[config.mk]
export PLATFORM = sky130hd
export DESIGN_NAME = hazard_ctrl_flat
export DESIGN_NICKNAME = d
export VERILOG_FILES = /design/src/rtl/core_pkg.sv /design/src/rtl/hazard_ctrl_if.sv /design/src/rtl/sat_counter.sv /design/src/rtl/hazard_ctrl.sv /design/src/flat_wrapper.sv
export SDC_FILE = /design/constraint.sdc
export NUM_CORES = 1
export LEC_CHECK = 0
export CORE_MARGIN = 10
export CORE_UTILIZATION = 49
export CTS_CLUSTER_DIAMETER = 50
export DETAILED_ROUTE_END_ITERATION = 12
export GPL_TIMING_DRIVEN = 0
export PLACE_DENSITY = 0.77
export SLEW_MARGIN = 20
export SYNTH_ARGS = -nofsm -noshare
export SYNTH_HDL_FRONTEND = slang
export SYNTH_SLANG_ARGS = --single-unit
[constraint.sdc]
create_clock -name clk -period 3.3 [get_ports clk]
set_clock_uncertainty 0.1 [all_clocks]
set_input_delay 0.825 -clock clk [delete_from_list [all_inputs] [get_ports clk]]
set_output_delay 0.825 -clock clk [all_outputs]
set_load 0.01 [all_outputs]
[src/rtl/core_pkg.sv]
// Shared types and constants for the pipeline hazard/stall controller.
package core_pkg;

  // Controller FSM: normal flow, or holding the pipe for a slow data access.
  typedef enum logic {
    RUN   = 1'b0,
    DWAIT = 1'b1
  } state_t;

  // Architectural zero register; writes to it are discarded, so it never
  // creates a data dependency.
  localparam logic [4:0] REG_ZERO = 5'd0;

  localparam int TIMEOUT_DEF = 255;
  localparam int CNT_W_DEF   = 32;

endpackage

[src/rtl/hazard_ctrl_if.sv]
// Bundle of pipeline-side hazard inputs and the stage-register controls.
//
// Handshake: dmem_req/dmem_ready is the only handshake here. An access
// presented in EX/MEM completes in the cycle where dmem_req and dmem_ready
// are both high; while dmem_req is high and dmem_ready is low, the pipe is
// frozen and the requester must keep dmem_req and its access stable.
interface hazard_ctrl_if #(parameter int CNT_W = core_pkg::CNT_W_DEF);

  // Hazard inputs, driven by the pipeline datapath.
  logic       IDEX_MemRead;
  logic [4:0] IDEX_rd;
  logic [4:0] IFID_rs1;
  logic [4:0] IFID_rs2;
  logic       branch_taken;
  logic       imem_ready;
  logic       dmem_req;
  logic       dmem_ready;

  // Controls and status, driven by the controller.
  logic             PCWrite;
  logic             IFIDWrite;
  logic             IFID_flush;
  logic             IDEX_flush;
  logic             EXMEM_flush;
  logic             pipe_hold;
  logic [CNT_W-1:0] stall_count;
  logic [CNT_W-1:0] flush_count;
  logic             dmem_timeout;
  core_pkg::state_t state_dbg;

  modport master (
    output IDEX_MemRead, IDEX_rd, IFID_rs1, IFID_rs2,
    output branch_taken, imem_ready, dmem_req, dmem_ready,
    input  PCWrite, IFIDWrite, IFID_flush, IDEX_flush, EXMEM_flush, pipe_hold,
    input  stall_count, flush_count, dmem_timeout, state_dbg
  );

  modport slave (
    input  IDEX_MemRead, IDEX_rd, IFID_rs1, IFID_rs2,
    input  branch_taken, imem_ready, dmem_req, dmem_ready,
    output PCWrite, IFIDWrite, IFID_flush, IDEX_flush, EXMEM_flush, pipe_hold,
    output stall_count, flush_count, dmem_timeout, state_dbg
  );

endinterface

[src/rtl/sat_counter.sv]
// Event counter that sticks at all-ones instead of wrapping.
module sat_counter #(
  parameter int CNT_W = 32
) (
  input  logic             clk,
  input  logic             reset,
  input  logic             inc,
  output logic [CNT_W-1:0] count
);

  // Count one event per cycle; hold once every bit is set.
  always_ff @(posedge clk or posedge reset) begin
    if (reset) begin
      count <= '0;
    end else if (inc && (count != '1)) begin
      count <= count + 1'b1;
    end
  end

endmodule

[src/rtl/hazard_ctrl.sv]
// Hazard and stall controller for the 5-stage core: load-use bubbles,
// taken-branch squashes, fetch bubbles and data-memory wait holds.
module hazard_ctrl
  import core_pkg::*;
#(
  parameter int TIMEOUT = TIMEOUT_DEF,
  parameter int CNT_W   = CNT_W_DEF
) (
  input  logic         clk,
  input  logic         reset,
  hazard_ctrl_if.slave bus
);

  localparam int            WW    = $clog2(TIMEOUT + 1);
  localparam logic [WW-1:0] TO_V  = WW'(TIMEOUT);
  localparam logic [WW-1:0] ONE_V = WW'(1);

  state_t        state_q, state_d;
  logic [WW-1:0] wait_q, wait_d;
  logic          timeout_q, timeout_d;

  logic load_use;
  logic pc_we, ifid_we, ifid_fl, idex_fl, exmem_fl, hold;
  logic stall_inc, flush_inc;

  // A load whose destination feeds the next instruction; x0 is never a source
  // of a real dependency.
  assign load_use = bus.IDEX_MemRead && (bus.IDEX_rd != REG_ZERO) &&
                    ((bus.IDEX_rd == bus.IFID_rs1) || (bus.IDEX_rd == bus.IFID_rs2));

  // State, wait counter and sticky timeout flag.
  always_ff @(posedge clk or posedge reset) begin
    if (reset) begin
      state_q   <= RUN;
      wait_q    <= '0;
      timeout_q <= 1'b0;
    end else begin
      state_q   <= state_d;
      wait_q    <= wait_d;
      timeout_q <= timeout_d;
    end
  end

  // Next state and zero-latency stage controls; the data wait outranks
  // everything because nothing may move while memory is busy.
  always_comb begin
    state_d   = state_q;
    wait_d    = wait_q;
    timeout_d = timeout_q;
    pc_we     = 1'b1;
    ifid_we   = 1'b1;
    ifid_fl   = 1'b0;
    idex_fl   = 1'b0;
    exmem_fl  = 1'b0;
    hold      = 1'b0;
    stall_inc = 1'b0;
    flush_inc = 1'b0;

    if (((state_q == RUN) && bus.dmem_req && !bus.dmem_ready) ||
        ((state_q == DWAIT) && !bus.dmem_ready)) begin
      pc_we     = 1'b0;
      ifid_we   = 1'b0;
      hold      = 1'b1;
      stall_inc = 1'b1;
      state_d   = DWAIT;
      if (state_q == RUN) begin
        wait_d = ONE_V;
      end else if (wait_q == TO_V) begin
        timeout_d = 1'b1;
      end else begin
        wait_d = wait_q + 1'b1;
      end
    end else begin
      // Release cycle of a wait falls through to the normal rules, so a
      // branch held in the frozen EX/MEM is applied now.
      if (state_q == DWAIT) begin
        state_d = RUN;
        wait_d  = '0;
      end
      if (bus.branch_taken) begin
        ifid_fl   = 1'b1;
        idex_fl   = 1'b1;
        exmem_fl  = 1'b1;
        flush_inc = 1'b1;
      end else if (load_use) begin
        pc_we     = 1'b0;
        ifid_we   = 1'b0;
        idex_fl   = 1'b1;
        stall_inc = 1'b1;
      end else if (!bus.imem_ready) begin
        pc_we     = 1'b0;
        ifid_fl   = 1'b1;
        stall_inc = 1'b1;
      end
    end

    // Keep the pipeline quiet while reset is held.
    if (reset) begin
      pc_we    = 1'b0;
      ifid_we  = 1'b0;
      ifid_fl  = 1'b0;
      idex_fl  = 1'b0;
      exmem_fl = 1'b0;
      hold     = 1'b0;
    end
  end

  sat_counter #(.CNT_W(CNT_W)) u_stall_cnt (
    .clk   (clk),
    .reset (reset),
    .inc   (stall_inc),
    .count (bus.stall_count)
  );

  sat_counter #(.CNT_W(CNT_W)) u_flush_cnt (
    .clk   (clk),
    .reset (reset),
    .inc   (flush_inc),
    .count (bus.flush_count)
  );

  assign bus.PCWrite      = pc_we;
  assign bus.IFIDWrite    = ifid_we;
  assign bus.IFID_flush   = ifid_fl;
  assign bus.IDEX_flush   = idex_fl;
  assign bus.EXMEM_flush  = exmem_fl;
  assign bus.pipe_hold    = hold;
  assign bus.dmem_timeout = timeout_q;
  assign bus.state_dbg    = state_q;

endmodule

[src/flat_wrapper.sv]
// flat-port wrapper written by rule: the top's interface ports become plain ports
module hazard_ctrl_flat import core_pkg::*;
#(
  parameter int TIMEOUT = TIMEOUT_DEF,
  parameter int CNT_W   = CNT_W_DEF
)
  (clk, reset, bus_IDEX_MemRead, bus_IDEX_rd, bus_IFID_rs1, bus_IFID_rs2, bus_branch_taken, bus_imem_ready, bus_dmem_req, bus_dmem_ready, bus_PCWrite, bus_IFIDWrite, bus_IFID_flush, bus_IDEX_flush, bus_EXMEM_flush, bus_pipe_hold, bus_stall_count, bus_flush_count, bus_dmem_timeout, bus_state_dbg);
  hazard_ctrl_if #(.CNT_W(CNT_W)) bus_i ();
  input  logic clk;
  input  logic reset;
  input wire logic [$bits(bus_i.IDEX_MemRead)-1:0] bus_IDEX_MemRead;
  input wire logic [$bits(bus_i.IDEX_rd)-1:0] bus_IDEX_rd;
  input wire logic [$bits(bus_i.IFID_rs1)-1:0] bus_IFID_rs1;
  input wire logic [$bits(bus_i.IFID_rs2)-1:0] bus_IFID_rs2;
  input wire logic [$bits(bus_i.branch_taken)-1:0] bus_branch_taken;
  input wire logic [$bits(bus_i.imem_ready)-1:0] bus_imem_ready;
  input wire logic [$bits(bus_i.dmem_req)-1:0] bus_dmem_req;
  input wire logic [$bits(bus_i.dmem_ready)-1:0] bus_dmem_ready;
  output wire logic [$bits(bus_i.PCWrite)-1:0] bus_PCWrite;
  output wire logic [$bits(bus_i.IFIDWrite)-1:0] bus_IFIDWrite;
  output wire logic [$bits(bus_i.IFID_flush)-1:0] bus_IFID_flush;
  output wire logic [$bits(bus_i.IDEX_flush)-1:0] bus_IDEX_flush;
  output wire logic [$bits(bus_i.EXMEM_flush)-1:0] bus_EXMEM_flush;
  output wire logic [$bits(bus_i.pipe_hold)-1:0] bus_pipe_hold;
  output wire logic [$bits(bus_i.stall_count)-1:0] bus_stall_count;
  output wire logic [$bits(bus_i.flush_count)-1:0] bus_flush_count;
  output wire logic [$bits(bus_i.dmem_timeout)-1:0] bus_dmem_timeout;
  output wire logic [$bits(bus_i.state_dbg)-1:0] bus_state_dbg;
  assign bus_i.IDEX_MemRead = bus_IDEX_MemRead;
  assign bus_i.IDEX_rd = bus_IDEX_rd;
  assign bus_i.IFID_rs1 = bus_IFID_rs1;
  assign bus_i.IFID_rs2 = bus_IFID_rs2;
  assign bus_i.branch_taken = bus_branch_taken;
  assign bus_i.imem_ready = bus_imem_ready;
  assign bus_i.dmem_req = bus_dmem_req;
  assign bus_i.dmem_ready = bus_dmem_ready;
  assign bus_PCWrite = bus_i.PCWrite;
  assign bus_IFIDWrite = bus_i.IFIDWrite;
  assign bus_IFID_flush = bus_i.IFID_flush;
  assign bus_IDEX_flush = bus_i.IDEX_flush;
  assign bus_EXMEM_flush = bus_i.EXMEM_flush;
  assign bus_pipe_hold = bus_i.pipe_hold;
  assign bus_stall_count = bus_i.stall_count;
  assign bus_flush_count = bus_i.flush_count;
  assign bus_dmem_timeout = bus_i.dmem_timeout;
  assign bus_state_dbg = bus_i.state_dbg;
  hazard_ctrl #(.TIMEOUT(TIMEOUT), .CNT_W(CNT_W)) u_core (.clk(clk), .reset(reset), .bus(bus_i));
endmodule
## Word level (Yosys, flattened, before mapping)

Index checks and enable logic that the tools add are counted.

- Reduce and logical (&&, ||, !) cells: 14
- Equality and inequality tests: 6
- Add/sub/neg operators: 3
- Mux-type cells: 30
- Bitwise operators: 1

Operator list:

| kind | count |
|---|---|
| adder 32 x 1 -> 32 bit, second input constant | 2 |
| != test 32 bit, second input constant | 2 |
| two-way mux 8 bit | 4 |
| two-way mux 1 bit | 26 |
| == test 5 bit | 2 |
| adder 8 x 1 -> 8 bit, second input constant | 1 |
| == test 8 bit, second input constant | 1 |
| logical AND 1 bit | 7 |
| nonzero test 5 bit | 1 |
| != test 3 bit, second input constant | 1 |
| AND reduction 3 bit | 1 |
| logical OR 1 bit | 2 |
| AND reduction 2 bit | 1 |
| nonzero test 2 bit | 1 |
| logical NOT 1 bit | 1 |
| NOT 1 bit | 1 |

- Bits of input ports: 22
- Logic and storage cells: 59
- Register bits: 74
- Output and inout port bits: 72

## Depth between registers and ports, before layout

- Word-level depth: 7
- Depth in mapped cells: 9
- Mapped depth without buffers: 7

## Modules after synthesis

A second synthesis with hierarchy kept.

- Cells, all modules: 368
- Area total of the unflattened synthesis: 3901.2 um2

By module, submodules not included:

| module | cells an instance | instances | area an instance (um2) | seq. area each (um2) |
|---|---|---|---|---|
| sat_counter | 139 | 2 | 1561.5 | 800.8 |
| hazard_ctrl | 90 | 1 | 778.2 | 250.2 |

## Worst setup path after synthesis

Ideal clock, no wire load.

- Path kind: in2out
- Start: input port bus_IDEX_rd[0]
- End: output port bus_IFID_flush
- Buffers on the path: 0
- Arrival time: 1.952 ns
- Slack: 0.423 ns
- Cell stages on the path: 6
- Data required time: 2.375 ns
- Path through: or4_1 o21ai_0 nor2_1 nand2_1 nand2_1 a21oi_1

- Longest elaborated chain between the ends: 7
- Elaborated cells between the ends (all ways): 10
- Those cells by class: 2 x eq/ne; 4 x mux; 4 x reduce/logical

RTL lines:

| what | line | text |
|---|---|---|
| start: declaration | flat_wrapper.sv:12 | `input wire logic [$bits(bus_i.IDEX_rd)-1:0] bus_IDEX_rd;` |
| == test 5 bit or nonzero test 5 bit (tied branches) | hazard_ctrl.sv:29, hazard_ctrl.sv:28 |  |
| logical OR 1 bit or logical AND 1 bit (tied branches) | hazard_ctrl.sv:29, hazard_ctrl.sv:28 |  |
| logical AND 1 bit (*) | hazard_ctrl.sv:28 | `assign load_use = bus.IDEX_MemRead && (bus.IDEX_rd != REG_ZERO) &&` |
| two-way mux 1 bit (*) | hazard_ctrl.sv:85 | `end else if (load_use) begin` |
| two-way mux 1 bit (*) | hazard_ctrl.sv:80 | `if (bus.branch_taken) begin` |
| two-way mux 1 bit (*) | hazard_ctrl.sv:59 | `if (((state_q == RUN) && bus.dmem_req && !bus.dmem_ready) \|\|` |
| two-way mux 1 bit (*) | hazard_ctrl.sv:98 | `if (reset) begin` |
| end: declaration | flat_wrapper.sv:21 | `output wire logic [$bits(bus_i.IFID_flush)-1:0] bus_IFID_flush;` |

Every way passes the cells marked *; elsewhere a longest branch is shown, timed or not.

## Final worst setup path

- Start: input port bus_dmem_ready
- End: output port bus_EXMEM_flush

- Longest elaborated chain between the ends: 5
- Elaborated cells between the ends (all ways): 6
- Those cells by class: 2 x mux; 4 x reduce/logical

RTL lines:

| what | line | text |
|---|---|---|
| start: declaration | flat_wrapper.sv:18 | `input wire logic [$bits(bus_i.dmem_ready)-1:0] bus_dmem_ready;` |
| logical NOT 1 bit (*) | hazard_ctrl.sv:59, hazard_ctrl.sv:60 |  |
| logical AND 1 bit, on equally long branches | hazard_ctrl.sv:59, hazard_ctrl.sv:60 |  |
| logical OR 1 bit (*) | hazard_ctrl.sv:59 |  |
| two-way mux 1 bit (*) | hazard_ctrl.sv:59 |  |
| two-way mux 1 bit (*) | hazard_ctrl.sv:98 |  |
| end: declaration | flat_wrapper.sv:23 | `output wire logic [$bits(bus_i.EXMEM_flush)-1:0] bus_EXMEM_flush;` |

Marks and branches as above.

==> results_dict.tcl <==
set metrics [dict create \
    syn_area_per_cell_um2 10.1 \
    ant_nets 0 \
    fin_crit_sh_pct 97.7 \
    syn_inst 369 \
    placed_cell_area_mm2 0.00480 \
    max_freq_ghz 0.310 \
    power.static_leakage_nw 2.15 \
    ys.flop_type "dfrtp_1" \
    power.switching_w 0.000710 \
    hold_viol 0 \
    io_pins 94 \
    vias_per_cell 5.57 \
    cts-root-buf "clkbuf_8" \
    n_antenna_cell 0 \
    route.detailed.drc 0 \
    maxCapViolations 0 \
    final.min_clock_period_ns 3.22 \
    die_x_um 107 \
    slew_headroom_pct 53.8 \
    synth_cell_type_count 42 \
    grt_pass1_vias 3273 \
    fp.dieH_um 107 \
    rsz0062_at_grt "false" \
    wl_per_cell_um 17.2 \
    std_cell_rows 31 \
    dpl.hpwl_um 7530 \
    final_common_cell "clkdlybuf4s50_1" \
    yosysTopAreaCellShare_pct 49.9 \
    hold_path_class "reg -> reg" \
    clkSlewWorstSetupHoldPaths_ns 0.08 \
    p_comb_share_pct 21.8 \
    synth_edf_count 0 \
    synth-async-reset-ratio_pct 100 \
    area_growth_pct 35.4 \
    overflow 0 \
    ys_ff_latch 74 \
    maxSlewViolCount 0 \
    seq_power_share_pct 47.8 \
    seq_area_frac_synth_pct 49.9 \
    multiInputGateArea_mm2 0.00185 \
    cts_tree "done" \
    grt_usage_pct 18.0 \
    fin_util_pct 68.9 \
    vias 3223 \
    setup-violations-final 0 \
    die_area_mm2 0.0115 \
    r2r_setup_slack_ns 0.65 \
    initial_utilization_pct 50.9 \
    grt_max_degree 46 \
    drt-initial-drc-count 117 \
    power_density_mw_per_mm2 459 \
    synth.largest_area_cell "dfrtp_1" \
    drive_gt1_share_pct 9.38 \
    crit_path_end_kind "primary output" \
    p_int_w 0.00160 \
    swShare_pct 30.8 \
    first_pass_iters 5 \
    worst_slew_pin_slew_ns 0.689 \
    status "finished, final reports clean" \
    seq_area_mm2 0.00185 \
    synth_fp_nets 394 \
    synthesis.area_mm2 0.00371 \
    final_nets 500 \
    clockPowerShare_pct 30.4 \
    yosysWarnings 0 \
    grt_pass1_wl_um 16700 \
    htreeDepth 3 \
    cts_max_path_buffers 2 \
    place_congestion 0.889 \
    n_fill_cell 614 \
    cp-start-kind "primary input" \
    final_area_mm2 0.00502 \
    core_area_mm2 0.00729 \
    io_buffers 93 \
    critPathMaxFanout 6 \
    synth.area.top_cells "dfrtp_1 50%, xnor2_1 11%, xor2_1 5.4%, nand2_1 4.2%, nand3_1 3.5%" \
    cts.sinks 74 \
    cp_data_arrival_time_ns 2.30 \
    clk_latency_ns 0.35 \
    cts_buffers 9 \
    path_class "in -> out" \
    final_cell_mix "84 x clkdlybuf4s50_1, 74 x dfrtp_1, 44 x xnor2_1" \
    finalWirelength_um 9970 \
    crit_required_ns 2.37 \
    peakVddDrop_v 0.000297 \
    antenna_found_initial 0 \
]
-- state kept, by name, indices dropped and copies added (netlist names) --
signal,count
u_core.bus.state_dbg,1
u_core.wait_q,8
u_core.u_flush_cnt.count,32
u_core.bus.dmem_timeout,1
u_core.u_stall_cnt.count,32
-- per-layer routing --
layer,up-vias,wire [um],GRT usage (%),part of all wire (%)
met5,-,0,0,0
met4,0,166,6.19,1.7
met3,16,660,6.35,6.6
met2,80,4860,28.8,49
met1,1599,4290,21.9,43
li1,1528,-,-,-
-- worst max-delay path, cell delays in order --
cell	delay, ns
clkdlybuf4s50_1	0.49
o21bai_4	0.17
nand2_2	0.13
nor2_1	0.12
clkdlybuf4s50_1	0.56
-- layout make-up --
| type | count | area share [%] |
|---|---|---|
| buffer | 4 | 0.598 |
| timing repair buffer | 95 | 18.7 |
| tap | 99 | 2.47 |
| sequential | 74 | 36.9 |
| clock inverter | 6 | 1.32 |
| inverter | 10 | 0.797 |
| multi-input combinational | 281 | 36.8 |
| clock buffer | 10 | 2.54 |
-- logic make-up after synthesis --
kind of cell | synth area share, %
mux | 0.303
buf+inv | 1.82
simple gates | 24.3
fa+ha+maj | 1.01
compound gates | 6.37
flops | 49.9
xor+xnor | 16.3
-- synth_stat cells (3+ instances only) --
master,n
o21ai_0,10
nor3_1,16
and2_1,3
nand2_1,42
xnor2_1,46
nand4_1,20
nand3_1,26
dfrtp_1,74
nand2b_1,5
and3_1,8
a31oi_1,6
ha_1,3
inv_1,10
xor2_1,23
a21oi_1,6
nor2_1,23
and4_1,8
nor4_1,7
-- what timing repair did --
action,CTS,global route
pin swaps,2,4
gates resized for setup,29,8
hold buffers,0,0
endpoints found under the setup margin,5,4
buffers inserted,1,0
endpoints found under the hold margin,0,0
-- through the flow --
step	worst slack [ns]	instances	TNS (ns)	hold WS [ns]	total power [W]
2_1_floorplan	0.423	369	0	0.365	0.00133
4_1_cts	0.0145	579	0	0.378	0.00232
3_5_place_dp	-0.781	562	-2.94	0.358	0.00161
6_report	0.0755	579	0	0.383	0.00231
5_1_grt	0.00316	579	0	0.404	0.00242
3_3_place_gp	-0.851	561	-65.52	0.355	0.00159
-- power groups by stage --
| stage | sequential, W | combinational (W) | clock (W) |
|---|---|---|---|
| 2_1_floorplan | 0.00113 | 0.000198 | 0 |
| 3_3_place_gp | 0.00111 | 0.000483 | 0 |
| 3_5_place_dp | 0.00111 | 0.000498 | 0 |
| 4_1_cts | 0.00110 | 0.000507 | 0.000710 |
| 5_1_grt | 0.00112 | 0.000552 | 0.000749 |
| 6_report | 0.00110 | 0.000503 | 0.000702 |
-- worst paths after layout --
path                                                          from                                        to  depth (start not counted)
min reg2reg                    u_core.bus.dmem_timeout$_DFFE_PP0P_       u_core.bus.dmem_timeout$_DFFE_PP0P_                          1
max reg2reg                u_core.u_stall_cnt.count[0]$_DFFE_PP0P_  u_core.u_stall_cnt.count[10]$_DFFE_PP0P_                          8
max in group asynchronous                                    reset   u_core.u_stall_cnt.count[6]$_DFFE_PP0P_                          3
min in group asynchronous                                    reset              u_core.wait_q[0]$_DFFE_PP0P_                          2
max                                                 bus_dmem_ready                           bus_EXMEM_flush                          5
min                            u_core.bus.dmem_timeout$_DFFE_PP0P_       u_core.bus.dmem_timeout$_DFFE_PP0P_                          1
Note: power is estimated with default switching activity, not from simulation.
